[config.mk]
export PLATFORM = sky130hd
export DESIGN_NAME = stopwatch_core
export DESIGN_NICKNAME = d
export VERILOG_FILES = /design/src/rtl/stopwatch_core.sv
export SDC_FILE = /design/constraint.sdc
export NUM_CORES = 1
export LEC_CHECK = 0
export ABC_AREA = 1
export CAP_MARGIN = 40
export CORE_ASPECT_RATIO = 1.4
export CORE_MARGIN = 2
export CORE_UTILIZATION = 44
export CTS_BUF_LIST = sky130_fd_sc_hd__clkbuf_8
export DETAILED_ROUTE_END_ITERATION = 6
export GPL_TIMING_DRIVEN = 0
export PLACE_DENSITY_LB_ADDON = 0.25
export SLEW_MARGIN = 20
export SYNTH_ARGS = -nofsm -noshare
export SYNTH_HDL_FRONTEND = slang
export SYNTH_SLANG_ARGS = --single-unit
export TNS_END_PERCENT = 1
[constraint.sdc]
create_clock -name clk -period 3.1 [get_ports clk]
set_clock_uncertainty 0.1 [all_clocks]
set_input_delay 0.93 -clock clk [delete_from_list [all_inputs] [get_ports clk]]
set_output_delay 0.93 -clock clk [all_outputs]
set_load 0.05 [all_outputs]
[src/rtl/stopwatch_core.sv]
// Stopwatch core: MM:SS up/down counter with pause toggle, field adjust mode and expiry flag.
// Optional lap capture registers are built when STOPWATCH_LAP_EN is defined.
module stopwatch_core #(
  parameter int MIN_MAX = 59
) (
  input  logic       clk,
  input  logic       rst,
  input  logic       tick_1hz,
  input  logic       tick_adj,
  input  logic       sel,
  input  logic       adj,
  input  logic       pse,
  input  logic       dir,
`ifdef STOPWATCH_LAP_EN
  input  logic       lap,
  output logic [3:0] lap_min_tens,
  output logic [3:0] lap_min_ones,
  output logic [3:0] lap_sec_tens,
  output logic [3:0] lap_sec_ones,
  output logic       lap_valid,
`endif
  output logic [3:0] min_tens,
  output logic [3:0] min_ones,
  output logic [3:0] sec_tens,
  output logic [3:0] sec_ones,
  output logic       paused,
  output logic       expired
);

  localparam logic [6:0] MIN_TOP = 7'(MIN_MAX);
  localparam logic [5:0] SEC_TOP = 6'd59;

  logic [6:0] min_q, min_d;
  logic [5:0] sec_q, sec_d;
  logic       paused_q;
  logic       expired_q, expired_d;
  logic       pse_q;
  logic       tick_ok;
  logic       zero_q, zero_d;

  function automatic logic [3:0] tens_of(input logic [6:0] v);
    logic [6:0] t;
    t = v / 7'd10;
    return t[3:0];
  endfunction

  function automatic logic [3:0] ones_of(input logic [6:0] v);
    logic [6:0] t;
    t = v % 7'd10;
    return t[3:0];
  endfunction

  // The pause state seen here is the registered one, so a pse edge in the same cycle only affects later ticks.
  assign tick_ok = tick_1hz & ~adj & ~paused_q;
  assign zero_q  = (min_q == '0) && (sec_q == '0);
  assign zero_d  = (min_d == '0) && (sec_d == '0);

  always_comb begin
    // NOTE: every combinational output gets a default first so no path can infer a latch.
    min_d = min_q;
    sec_d = sec_q;
    if (adj) begin
      if (tick_adj) begin
        if (sel) sec_d = (sec_q == SEC_TOP) ? '0 : sec_q + 6'd1;
        else     min_d = (min_q == MIN_TOP) ? '0 : min_q + 7'd1;
      end
    end else if (tick_ok) begin
      if (!dir) begin
        if (sec_q == SEC_TOP) begin
          sec_d = '0;
          min_d = (min_q == MIN_TOP) ? '0 : min_q + 7'd1;
        end else begin
          sec_d = sec_q + 6'd1;
        end
      end else if (sec_q != '0) begin
        sec_d = sec_q - 6'd1;
      end else if (min_q != '0) begin
        min_d = min_q - 7'd1;
        sec_d = SEC_TOP;
      end
    end
    // Expiry arms on a down-count tick taken at 00:00 and holds only while the time stays there.
    expired_d = dir & zero_d & (expired_q | (tick_ok & zero_q));
  end

  always_ff @(posedge clk) begin
    // NOTE: state registers use non-blocking assignments so each one samples pre-edge values.
    if (!rst) begin
      min_q     <= '0;
      sec_q     <= '0;
      paused_q  <= 1'b0;
      expired_q <= 1'b0;
      pse_q     <= 1'b0;
    end else begin
      min_q     <= min_d;
      sec_q     <= sec_d;
      expired_q <= expired_d;
      pse_q     <= pse;
      if (pse && !pse_q) paused_q <= ~paused_q;
    end
  end

  assign min_tens = tens_of(min_q);
  assign min_ones = ones_of(min_q);
  assign sec_tens = tens_of({1'b0, sec_q});
  assign sec_ones = ones_of({1'b0, sec_q});
  assign paused   = paused_q;
  assign expired  = expired_q;

`ifdef STOPWATCH_LAP_EN
  logic [6:0] lap_min_q;
  logic [5:0] lap_sec_q;
  logic       lap_valid_q;
  logic       lap_prev_q;

  always_ff @(posedge clk) begin
    if (!rst) begin
      lap_min_q   <= '0;
      lap_sec_q   <= '0;
      lap_valid_q <= 1'b0;
      lap_prev_q  <= 1'b0;
    end else begin
      lap_prev_q <= lap;
      if (lap && !lap_prev_q) begin
        lap_min_q   <= min_q;
        lap_sec_q   <= sec_q;
        lap_valid_q <= 1'b1;
      end
    end
  end

  assign lap_min_tens = tens_of(lap_min_q);
  assign lap_min_ones = ones_of(lap_min_q);
  assign lap_sec_tens = tens_of({1'b0, lap_sec_q});
  assign lap_sec_ones = ones_of({1'b0, lap_sec_q});
  assign lap_valid    = lap_valid_q;
`endif

endmodule
Word-level counts from Yosys, hierarchy flattened
Cells that the tools add are included.
- input bits: 8
- register bits: 16
- output and inout port bits: 18
- $add $sub $neg: 4
- mux-type cells: 17
- reductions and logical operators: 10
- bitwise gates (word level): 8
- equal/unequal tests: 2
- divide/modulo/power cells: 4
- operator list (cell ; count):
    two-way mux 7 bit ; 9
    two-way mux 6 bit ; 8
    zero test 7 bit ; 2
    zero test 6 bit ; 2
    adder 7 x 1 -> 7 bit, second input constant ; 1
    divider 6 x 4 -> 7 bit, second input constant ; 1
    divider 7 x 4 -> 7 bit, second input constant ; 1
    == test 7 x 6 -> 1 bit, second input constant ; 1
    remainder unit 6 x 4 -> 7 bit, second input constant ; 1
    remainder unit 7 x 4 -> 7 bit, second input constant ; 1
    nonzero test 7 bit ; 1
    subtractor 7 x 1 -> 7 bit, second input constant ; 1
    adder 6 x 1 -> 6 bit, second input constant ; 1
    == test 6 bit, second input constant ; 1
    nonzero test 6 bit ; 1
    subtractor 6 x 1 -> 6 bit, second input constant ; 1
    bitwise AND 1 bit ; 5
    logical AND 1 bit ; 3
    NOT 1 bit ; 2
    zero test 1 bit ; 1
    OR 1 bit ; 1

Logic depth before layout (Yosys ltp)
Gate-level depths: netlist (run 1).
- word-level depth: 10
- gate-level depth with buffers: 20

Least setup slack after synthesis (run 1)
Ideal clock, no wire load.
- path type: register -> output
- start: reg min_q[4]
- end: out min_ones[3]
- arrival time: 3042 ps
- path buffers: 1
- cell stages (with the launch flop): 18
- setup slack: -972 ps
- data required time: 2070 ps
- cells stage by stage: dfxtp_1 > buf_4 > inv_2 > nand3_1 > nand3_2 > nand2_2 > nand2_2 > nand2_1 > nand2_1 > inv_1 > nand2_1 > nand2_2 > nand2_1 > nand2_1 > inv_1 > ha_1 > inv_1 > o21ai_0
- cells in the longest elaborated chain, start to end: 1
- RTL lines (what ; line ; source):
    start, declared ; 33 ; logic [6:0] min_q, min_d;
    start signal, assigned ; 95 ; min_q <= min_d;
    remainder unit 7 x 4 -> 7 bit ; 49 ; t = v % 7'd10;
    end, declared ; 23 ; output logic [3:0] min_ones,
No other way between the ends.

Worst setup path after layout (run 1)
- start: reg sec_q[1]
- end: out sec_ones[2]
- cells in the longest elaborated chain, start to end: 1
- RTL lines (what ; line ; source):
    start, declared ; 34 ; logic [5:0] sec_q, sec_d;
    start signal, assigned ; 90 ; sec_q <= '0;
    start signal, assigned ; 96 ; sec_q <= sec_d;
    remainder unit 6 x 4 -> 7 bit ; 49 ;
    end, declared ; 25 ; output logic [3:0] sec_ones,
No other way between the ends.

==> results.json, run 1 <==
{
  "status": "complete, but fails checks",
  "violations": "setup timing",
  "end_kind": "primary output",
  "numCtsBuffers": 3,
  "period_share_pct": 115.0,
  "ctsHoldBuffers": 0,
  "post_drt_wl_per_cell_um": 13.94,
  "vdd_ir_drop_max_uv": 265.5,
  "nFillCells": 509,
  "internal_power_w": 0.0006455,
  "core-area_um2": 5120,
  "dp.cells": 505,
  "viasPerCell": 5.396,
  "fin_crit_ns": 3.565,
  "finalSetupTns_ns": -3.117,
  "dp_hpwl_um": 5274,
  "rsz0062_at_grt": "yes",
  "ys_seq_area_share_pct": 13.85,
  "cp-start-kind": "flop",
  "hp-start": "pse_q$_SDFF_PN0_",
  "tightest_slew_ns": 0.5893,
  "syn_avg_cell_area_um2": 5.572,
  "relSlewSlack_pct": 60.57,
  "hold_path_class": "flop to flop",
  "synth_top_area_share_pct": 19.32,
  "grt_max_degree": 11,
  "ys_seq_elements": 16,
  "yosys_warnings": 0,
  "drive_above_1_share_pct": 26.41,
  "worst-setup-path-type": "flop to primary output",
  "first_pass_iters": 4,
  "instances_no_fill": 528,
  "max_freq_mhz": 280.5,
  "synth_nets": 436,
  "drtIter0Drc": 158,
  "initial_core_util_pct": 45.16,
  "cts.clk_slew.worst_paths_ns": 0.07,
  "cts_tree": "done",
  "ant_nets": 0,
  "htree_levels": 1,
  "crit_arrival_ns": 2.53,
  "die_area_um2": 5859,
  "power.switching_w": 0.0006401,
  "pwr-share-seq_pct": 18.5,
  "synth.distinct_cells": 34,
  "hold_slack_ns": 0.4089,
  "maxCapViolations": 0,
  "synthTopCellsByArea": "nand2_1 (19%), dfxtp_1 (14%), nand3_1 (8.2%)",
  "r2r-start": "min_q[1]$_SDFF_PN0_",
  "wl_um": 7359,
  "whs_path_depth": 3,
  "crit_required_ns": 2.07,
  "fp-row-count": 31,
  "ios": 26,
  "rr_worst_depth": 13,
  "grt_pass1_vias": 2765,
  "grt_pass1_wl_um": 12500,
  "port_buffers": 24,
  "area_delta_synth_final_pct": 37.72,
  "cp_max_fo": 4,
  "grt_util_all_layers_pct": 26.08,
  "vias": 2849,
  "nets": 484,
  "hold_viol": 0,
  "synth_cells": 415,
  "pre_cts_slack_ns": -1.145,
  "num_antenna_cells": 0,
  "combPwrFrac_pct": 66.7,
  "cts_sinks": 16,
  "report.final.setup_viol": 9,
  "clk_latency_ns": 0.25,
  "cts-root-buf": "clkbuf_8",
  "clk_path_buf_depth": 2,
  "grt_overflow": 0,
  "drc": 0,
  "regToRegEndpoint": "expired$_SDFF_PN0_",
  "holdPathEnd": "paused$_SDFFE_PN0P_",
  "setup_ws_ns": -0.4646,
  "sw_frac_of_total_pct": 49.79,
  "reg2reg_setup_slack_ns": 0.61,
  "antenna_found_initial": 0,
  "pwr-share-clk_pct": 14.8,
  "power.density_nw_per_um2": 403.7,
  "die_y_um": 89.77,
  "dieWidth_um": 65.27,
  "gp_congestion": 0.8760,
  "finalMaxSlewViolations": 0,
  "p_leak_nw": 1.548,
  "synth_top_area_cell": "nand2_1",
  "synth_area_um2": 2312
}
Yosys cell counts, drive strengths merged:
cell      n
xor2      3
a31oi     1
o31ai     1
buf      10
ha       13
o211ai    4
inv      53
nor3      3
nand4     8
dfxtp    16
a21oi    38
conb      1
nand3    44
o22ai     1
nand2   134
nand3b    1
clkbuf    4
o21ai    34
clkinv    2
nor2     43
a21o      1
cells in the final DEF, fill, tap and decap left out, types with 4 or more instances in the layout:
cell | netlist | layout
nand2_4 | 0 | 18
clkbuf_1 | 4 | 4
inv_2 | 10 | 10
nand2_1 | 119 | 104
nand3_4 | 0 | 6
nand4_1 | 7 | 7
nand3_2 | 6 | 4
buf_4 | 7 | 26
a21oi_1 | 36 | 36
ha_1 | 13 | 10
buf_8 | 0 | 5
nand2_2 | 15 | 11
nor2_1 | 38 | 37
clkdlybuf4s50_1 | 0 | 13
dfxtp_4 | 0 | 6
dfxtp_1 | 16 | 10
o21ai_0 | 30 | 29
inv_4 | 1 | 4
inv_1 | 42 | 37
buf_6 | 0 | 4
clkbuf_8 | 0 | 4
o211ai_1 | 4 | 4
nand3_1 | 38 | 34
worst max-delay path by stage:
stage,startpoint,to,slack [ns],depth (start not counted)
2_1_floorplan,sec_q[1]$_SDFF_PN0_,sec_ones[1],-0.40,17
3_3_place_gp,sec_q[1]$_SDFF_PN0_,sec_ones[1],-1.05,17
3_5_place_dp,sec_q[1]$_SDFF_PN0_,sec_ones[1],-1.15,17
4_1_cts,sec_q[0]$_SDFF_PN0_,sec_ones[2],-0.46,18
5_1_grt,sec_q[1]$_SDFF_PN0_,sec_ones[2],-0.57,18
6_report,sec_q[1]$_SDFF_PN0_,sec_ones[2],-0.46,18
power groups by stage:
stage                     sequential, W  clock, W  combinational (W)
after floorplan                0.000245         0           0.000549
final                          0.000238  0.000190           0.000858
after global placement         0.000246         0           0.000714
after detailed placement       0.000247         0           0.000724
after CTS                      0.000237  0.000192           0.000827
after global routing           0.000240  0.000200           0.000927
registers in the layout (all words and copies together), names as in the netlist:
signal   flops
sec_q        6
min_q        7
paused       1
expired      1
pse_q        1
what timing repair did:
action                                  CTS  global route
endpoints found under the setup margin   11            11
gates cloned                              0             0
pin swaps                                15            10
resized for setup                       101            13
hold endpoints to repair                  0             0
setup buffers                            15             4
cell families (layout without fill, tap and decap cells):
family / after synthesis / count (layout) / share of synthesized area [%]
xor gates and xnor gates: 3 / 3 / 1.461
DFF: 16 / 16 / 13.85
and+or+nand+nor: 233 / 233 / 45.35
other: 1 / 1 / 0.1622
AOI/OAI and AO/OA: 80 / 80 / 19.53
buffers and inverters: 69 / 116 / 12.61
adders and majority gates: 13 / 13 / 7.035
cell type report:
| cell class | count | area, µm² | share of cell area, % |
|---|---|---|---|
| Clock buffer | 4 | 55.05 | 1.729 |
| Sequential cell | 16 | 342.8 | 10.77 |
| Multi-Input combinational cell | 330 | 1984 | 62.32 |
| Inverter | 55 | 226.5 | 7.112 |
| Tap cell | 66 | 82.58 | 2.593 |
| Buffer | 14 | 92.59 | 2.908 |
| Timing Repair Buffer | 43 | 400.4 | 12.57 |
per-layer routing:
metal | share of wire, % | GRT usage (%) | routed length, µm
met1 | 40 | 29.68 | 2920
met2 | 54 | 48.38 | 4009
met3 | 2.7 | 1.627 | 201
met4 | 3.1 | 11.11 | 227
met5 | 0 | 0 | 0
worst max-delay path, cell delays in order, from the launching register on:
cell      delay (ns)
dfxtp_4         0.35
inv_4           0.06
ha_4            0.15
nand2_4         0.06
o21ai_4         0.14
nand2_4         0.11
xor2_4          0.21
nand2_4         0.08
nand2_4         0.07
nand2_4         0.07
nand2_4         0.06
nand2_4         0.06
inv_2           0.04
ha_4            0.14
nand3b_1        0.24
nand3_4         0.17
nand2_4         0.07
nand2_4         0.06
buf_8           0.14
metrics by stage:
step	utilization (%)	power [W]	instance area, µm²
after CTS	60.68	0.001256	3107
final	62.19	0.001286	3184
after global routing	62.19	0.001367	3184
after global placement	54.11	0.0009608	2770
after detailed placement	54.11	0.0009710	2770
after floorplan	-	0.0007933	2447
(Power assumes the default switching activity.)
==> run 2: changes to the inputs <==
--- a/config.mk
+++ b/config.mk
@@ -8,7 +8,6 @@
 export ABC_AREA = 1
 export CAP_MARGIN = 40
 export CORE_ASPECT_RATIO = 1.4
-export CORE_MARGIN = 2
 export CORE_UTILIZATION = 44
 export CTS_BUF_LIST = sky130_fd_sc_hd__clkbuf_8
 export DETAILED_ROUTE_END_ITERATION = 6
==> constraint.sdc (replaced) <==
create_clock -name clk -period 4.2 [get_ports clk]
set_clock_uncertainty 0.1 [all_clocks]
set_input_delay 1.26 -clock clk [delete_from_list [all_inputs] [get_ports clk]]
set_output_delay 1.26 -clock clk [all_outputs]
set_load 0.05 [all_outputs]
==> results.json, run 2 (synthesized netlist as in run 1, its figures left out) <==
{
  "status": "finished clean",
  "pwr-share-clk_pct": 17.1,
  "dp_hpwl_um": 5027,
  "die_y_um": 87.77,
  "p_leak_nw": 1.378,
  "antenna_found_initial": 0,
  "grt_max_degree": 11,
  "area_delta_synth_final_pct": 19.16,
  "hold_viol": 0,
  "viasPerCell": 5.322,
  "top_regs": "min_q x7, sec_q x6",
  "cts_sinks": 16,
  "num_antenna_cells": 0,
  "nFillCells": 531,
  "report.final.setup_viol": 0,
  "power.density_nw_per_um2": 299.3,
  "cts_tree": "done",
  "wl_um": 6542,
  "crit_required_ns": 2.84,
  "cts-root-buf": "clkbuf_8",
  "drc": 0,
  "internal_power_w": 0.0004110,
  "clk_latency_ns": 0.26,
  "reg2reg_setup_slack_ns": 1.67,
  "combPwrFrac_pct": 61.5,
  "grt_overflow": 0,
  "hold_path_class": "flop to flop",
  "dieWidth_um": 63.27,
  "gp_congestion": 0.8631,
  "core-area_um2": 4955,
  "crit_path_top_delay_cell": "dfxtp_4",
  "crit_top_cell": "nand2_1",
  "end_kind": "primary output",
  "finalSetupTns_ns": 0,
  "pwr-share-seq_pct": 21.4,
  "fin_crit_ns": 4.036,
  "first_pass_iters": 5,
  "grt_util_all_layers_pct": 24.78,
  "worst-setup-path-type": "flop to primary output",
  "cp_max_fo": 8,
  "vias": 2725,
  "grt_pass1_vias": 2543,
  "cpPeakStageDelay_ns": 0.37,
  "crit_arrival_ns": 2.68,
  "pre_cts_slack_ns": -0.5501,
  "port_buffers": 24,
  "vdd_ir_drop_max_uv": 248.9,
  "grt_pass1_wl_um": 11090,
  "relSlewSlack_pct": 57.67,
  "maxCapViolations": 0,
  "tightest_slew_ns": 0.6300,
  "post_drt_wl_per_cell_um": 12.78,
  "drtIter0Drc": 190,
  "rsz0062_at_grt": "yes",
  "crit_path_cell_trace": "inv_2 > ha_1 > nor2_2 > o21ai_2 > nand2_4 > xor2_4 > nand2_2 > nand2_2 > nand3_1 > nand2_1 > inv_1 > ha_2 > nand3b_1 > nand3_2 > nand2_1 > nand2_1 > buf_6",
  "cts.clk_slew.worst_paths_ns": 0.07,
  "nets": 470,
  "fp-row-count": 30,
  "setup_ws_ns": 0.1636,
  "cp-start-kind": "flop",
  "period_share_pct": 96.10,
  "htree_levels": 1,
  "ant_nets": 0,
  "sw_frac_of_total_pct": 50.16,
  "numCtsBuffers": 3,
  "cpLargestDelayFamily": "simple AND/OR/NAND/NOR gates",
  "initial_core_util_pct": 46.67,
  "power.switching_w": 0.0004136,
  "max_freq_mhz": 247.7,
  "ios": 26,
  "die_area_um2": 5553,
  "largest_register_ffs": 7,
  "finalMaxSlewViolations": 0,
  "largest_register": "min_q",
  "layout_common_cells": "nand2_1 (119), inv_1 (40), nand3_1 (37), nor2_1 (37), a21oi_1 (36)",
  "clk_path_buf_depth": 2,
  "ctsHoldBuffers": 0,
  "worst-path-buf-inv": 3,
  "hold_slack_ns": 0.4064,
  "final_common_cell": "nand2_1",
  "drive_above_1_share_pct": 18.08
}
==> run 2: changes by cell type in the layout (fill, tap and decap cells not counted), moves of 5 or more <==
| cell | previous run | this run |
|---|---|---|
| buf_4 | 26 | 13 |
| buf_8 | 5 | 0 |
| dfxtp_4 | 6 | 1 |
| nand2_1 | 104 | 119 |
| nand2_4 | 18 | 1 |
| nand3_4 | 6 | 0 |
==> run 2: power groups by stage <==
stage	clock network, W	logic (W)	registers (W)
2_1_floorplan	0	0.000368	0.000179
3_3_place_gp	0	0.000488	0.000179
3_5_place_dp	0	0.000492	0.000179
4_1_cts	0.000143	0.000489	0.000177
5_1_grt	0.000146	0.000557	0.000179
6_report	0.000141	0.000507	0.000177
==> run 2: layout make-up <==
| class | instances | area [µm²] | area share [%] |
|---|---|---|---|
| buffer | 14 | 82.58 | 2.997 |
| timing repair buffer | 29 | 261.5 | 9.491 |
| clock buffer | 4 | 55.05 | 1.998 |
| sequential | 16 | 327.8 | 11.90 |
| inverter | 55 | 209.0 | 7.584 |
| tap | 64 | 80.08 | 2.906 |
| multi-input combinational | 330 | 1739 | 63.12 |
==> run 2: what timing repair did <==
item	CTS	global route
pin swaps	0	3
setup endpoints to repair	8	8
gates cloned	0	0
resized for setup	41	20
buffers inserted	0	5
==> run 2: metal layers <==
layer	share of wire, %	global-route usage, %	up-vias
met5	0	0	-
met4	5.4	15.29	0
met3	4.6	1.823	28
met2	51	47.80	101
met1	39	25.89	1192
li1	-	-	1404
==> run 2: path summary, 6_finish.rpt <==
| check | start | endpoint | cells past startpoint |
|---|---|---|---|
| worst max-delay path | sec_q[4]$_SDFF_PN0_ | sec_ones[1] | 17 |
| worst min-delay path | pse_q$_SDFF_PN0_ | paused$_SDFFE_PN0P_ | 3 |
| worst max register to register | min_q[1]$_SDFF_PN0_ | expired$_SDFF_PN0_ | 13 |
| worst min register to register | pse_q$_SDFF_PN0_ | paused$_SDFFE_PN0P_ | 3 |
==> run 2: worst min-delay path, cell delays in order, from the launching register on <==
cell and delay (ns):
dfxtp_1 0.31, inv_1 0.04, nand2_1 0.06, a21oi_1 0.06
==> run 2: through the flow <==
step                util [%]  cells  total power [W]  cell area [µm²]
finish                 55.61    512        0.0008245             2755
global route           55.61    512        0.0008820             2755
CTS                    54.57    507        0.0008091             2704
detailed placement     53.13    503        0.0006714             2633
global placement       53.13    503        0.0006670             2633
floorplan                  -    415        0.0005461             2312
==> run 3: changes to the inputs <==
--- a/config.mk
+++ b/config.mk
@@ -13,7 +13,6 @@
 export DETAILED_ROUTE_END_ITERATION = 6
 export GPL_TIMING_DRIVEN = 0
 export PLACE_DENSITY_LB_ADDON = 0.25
-export SLEW_MARGIN = 20
 export SYNTH_ARGS = -nofsm -noshare
 export SYNTH_HDL_FRONTEND = slang
 export SYNTH_SLANG_ARGS = --single-unit
==> constraint.sdc (replaced) <==
create_clock -name clk -period 4.2 [get_ports clk]
set_clock_uncertainty 0.1 [all_clocks]
set_input_delay 1.05 -clock clk [delete_from_list [all_inputs] [get_ports clk]]
set_output_delay 1.05 -clock clk [all_outputs]
set_load 0.05 [all_outputs]
==> results.json, run 3 (synthesized netlist as in run 1, its figures left out) <==
{
  "status": "finished clean",
  "period_share_pct": 95.16,
  "gp_congestion": 0.9090,
  "worst-setup-path-type": "flop to primary output",
  "relSlewSlack_pct": 57.33,
  "crit_arrival_ns": 2.85,
  "final_util_pct": 54.39,
  "crit_top_cell": "nand2_1",
  "clk_path_buf_depth": 2,
  "tightest_slew_ns": 0.6352,
  "hold_path_class": "flop to flop",
  "nets": 465,
  "clk_latency_ns": 0.26,
  "vdd_ir_drop_max_uv": 158.5,
  "grt_pass1_wl_um": 11500,
  "pwr-share-seq_pct": 22.0,
  "antenna_found_initial": 0,
  "crit_path_cell_trace": "inv_2 > ha_1 > nor2_2 > o21ai_2 > nand2_4 > xor2_4 > nand2_2 > nand2_2 > nand3_1 > nand2_1 > inv_1 > ha_1 > nand3b_1 > nand3_2 > nand2_1 > nand2_1 > buf_4",
  "cts-root-buf": "clkbuf_8",
  "grt_overflow": 0,
  "top_regs": "min_q x7, sec_q x6",
  "area_delta_synth_final_pct": 16.56,
  "report.final.setup_viol": 0,
  "finalSetupTns_ns": 0,
  "htree_levels": 1,
  "pre_cts_slack_ns": -0.3692,
  "rsz0062_at_grt": "yes",
  "grt_util_all_layers_pct": 25.51,
  "setup_ws_ns": 0.2033,
  "p_leak_nw": 1.352,
  "largest_register": "min_q",
  "dieWidth_um": 63.27,
  "port_buffers": 24,
  "cts.clk_slew.worst_paths_ns": 0.07,
  "wl_um": 6638,
  "crit_required_ns": 3.05,
  "combPwrFrac_pct": 60.6,
  "cp_max_fo": 8,
  "fp-row-count": 30,
  "hold_viol": 0,
  "final_common_cell": "nand2_1",
  "grt_pass1_vias": 2678,
  "vias": 2733,
  "initial_core_util_pct": 46.67,
  "maxCapViolations": 0,
  "cts_tree": "done",
  "numCtsBuffers": 3,
  "finalMaxSlewViolations": 0,
  "internal_power_w": 0.0003987,
  "layout_common_cells": "nand2_1 (119), inv_1 (40), nand3_1 (38)",
  "power.density_nw_per_um2": 300.2,
  "max_freq_mhz": 250.2,
  "multiInputGateArea_um2": 1722,
  "drive_above_1_share_pct": 16.25,
  "drc": 0,
  "ant_nets": 0,
  "crit_path_top_delay_cell": "dfxtp_4",
  "worst-path-buf-inv": 3,
  "ctsHoldBuffers": 0,
  "end_kind": "primary output",
  "die_y_um": 87.77,
  "post_drt_wl_per_cell_um": 13.09,
  "sw_frac_of_total_pct": 50.72,
  "instances_no_fill": 507,
  "drtIter0Drc": 160,
  "grt_max_degree": 11,
  "nFillCells": 538,
  "pwr-share-clk_pct": 17.4,
  "cpPeakStageDelay_ns": 0.40,
  "viasPerCell": 5.391,
  "power.switching_w": 0.0004104,
  "largest_register_ffs": 7,
  "dp_hpwl_um": 5121,
  "cpLargestDelayFamily": "simple AND/OR/NAND/NOR gates",
  "first_pass_iters": 6,
  "power.total_w": 0.0008091,
  "ios": 26,
  "dp.cells": 503,
  "num_antenna_cells": 0,
  "cts_sinks": 16,
  "seq_area_um2": 326.6,
  "fin_crit_ns": 3.997,
  "cp-start-kind": "flop",
  "core-area_um2": 4955,
  "die_area_um2": 5553
}
==> run 3: cell type report <==
class | instances | share of cell area (%)
Timing Repair Buffer | 24 | 8.171
Clock buffer | 4 | 2.043
Multi-Input combinational cell | 330 | 63.88
Sequential cell | 16 | 12.12
Tap cell | 64 | 2.971
Inverter | 55 | 7.753
Buffer | 14 | 3.064
==> run 3: final timing paths <==
| check | startpoint | end | slack [ns] | cells past startpoint |
|---|---|---|---|---|
| max reg2reg | min_q[0]$_SDFF_PN0_ | expired$_SDFF_PN0_ | 1.63 | 13 |
| min reg2reg | paused$_SDFFE_PN0P_ | paused$_SDFFE_PN0P_ | 0.41 | 2 |
| max | sec_q[4]$_SDFF_PN0_ | sec_ones[2] | 0.20 | 17 |
| min | paused$_SDFFE_PN0P_ | paused$_SDFFE_PN0P_ | 0.41 | 2 |
==> run 3: per-stage QoR <==
step,hold slack (ns),instance area [µm²]
after floorplan,0.3723,2312
after global placement,0.3842,2633
after detailed placement,0.4032,2633
after CTS,0.4131,2670
after global routing,0.4423,2695
final,0.4061,2695
==> run 3: power by group through the flow <==
stage          registers (W)  logic [W]  clock network (W)
6_report            0.000178   0.000490           0.000141
3_5_place_dp        0.000180   0.000492                  0
4_1_cts             0.000177   0.000477           0.000142
3_3_place_gp        0.000180   0.000487                  0
2_1_floorplan       0.000179   0.000367                  0
5_1_grt             0.000179   0.000543           0.000149
==> run 3: timing repair <==
action / CTS / global route
endpoints found under the setup margin: 8 / 8
gates resized for setup: 24 / 27
buffers inserted: 0 / 0
==> run 3: layer usage <==
metal	track usage, %	part of all wire, %	vias to the layer above
li1	-	-	1397
met2	48.00	51	88
met5	0	0	-
met3	1.953	3.6	26
met4	17.77	5.2	0
met1	26.83	40	1222
==> run 3: worst register-to-register path, delay by kind of cell, from the launching register on <==
kind / cells / cell delay [ns]
buffers and inverters: 2 / 0.21
flip-flops: 1 / 0.53
AO/OA/AOI/OAI: 1 / 0.17
adder cells (fa/ha/maj): 1 / 0.25
AND/OR/NAND/NOR: 9 / 1.23
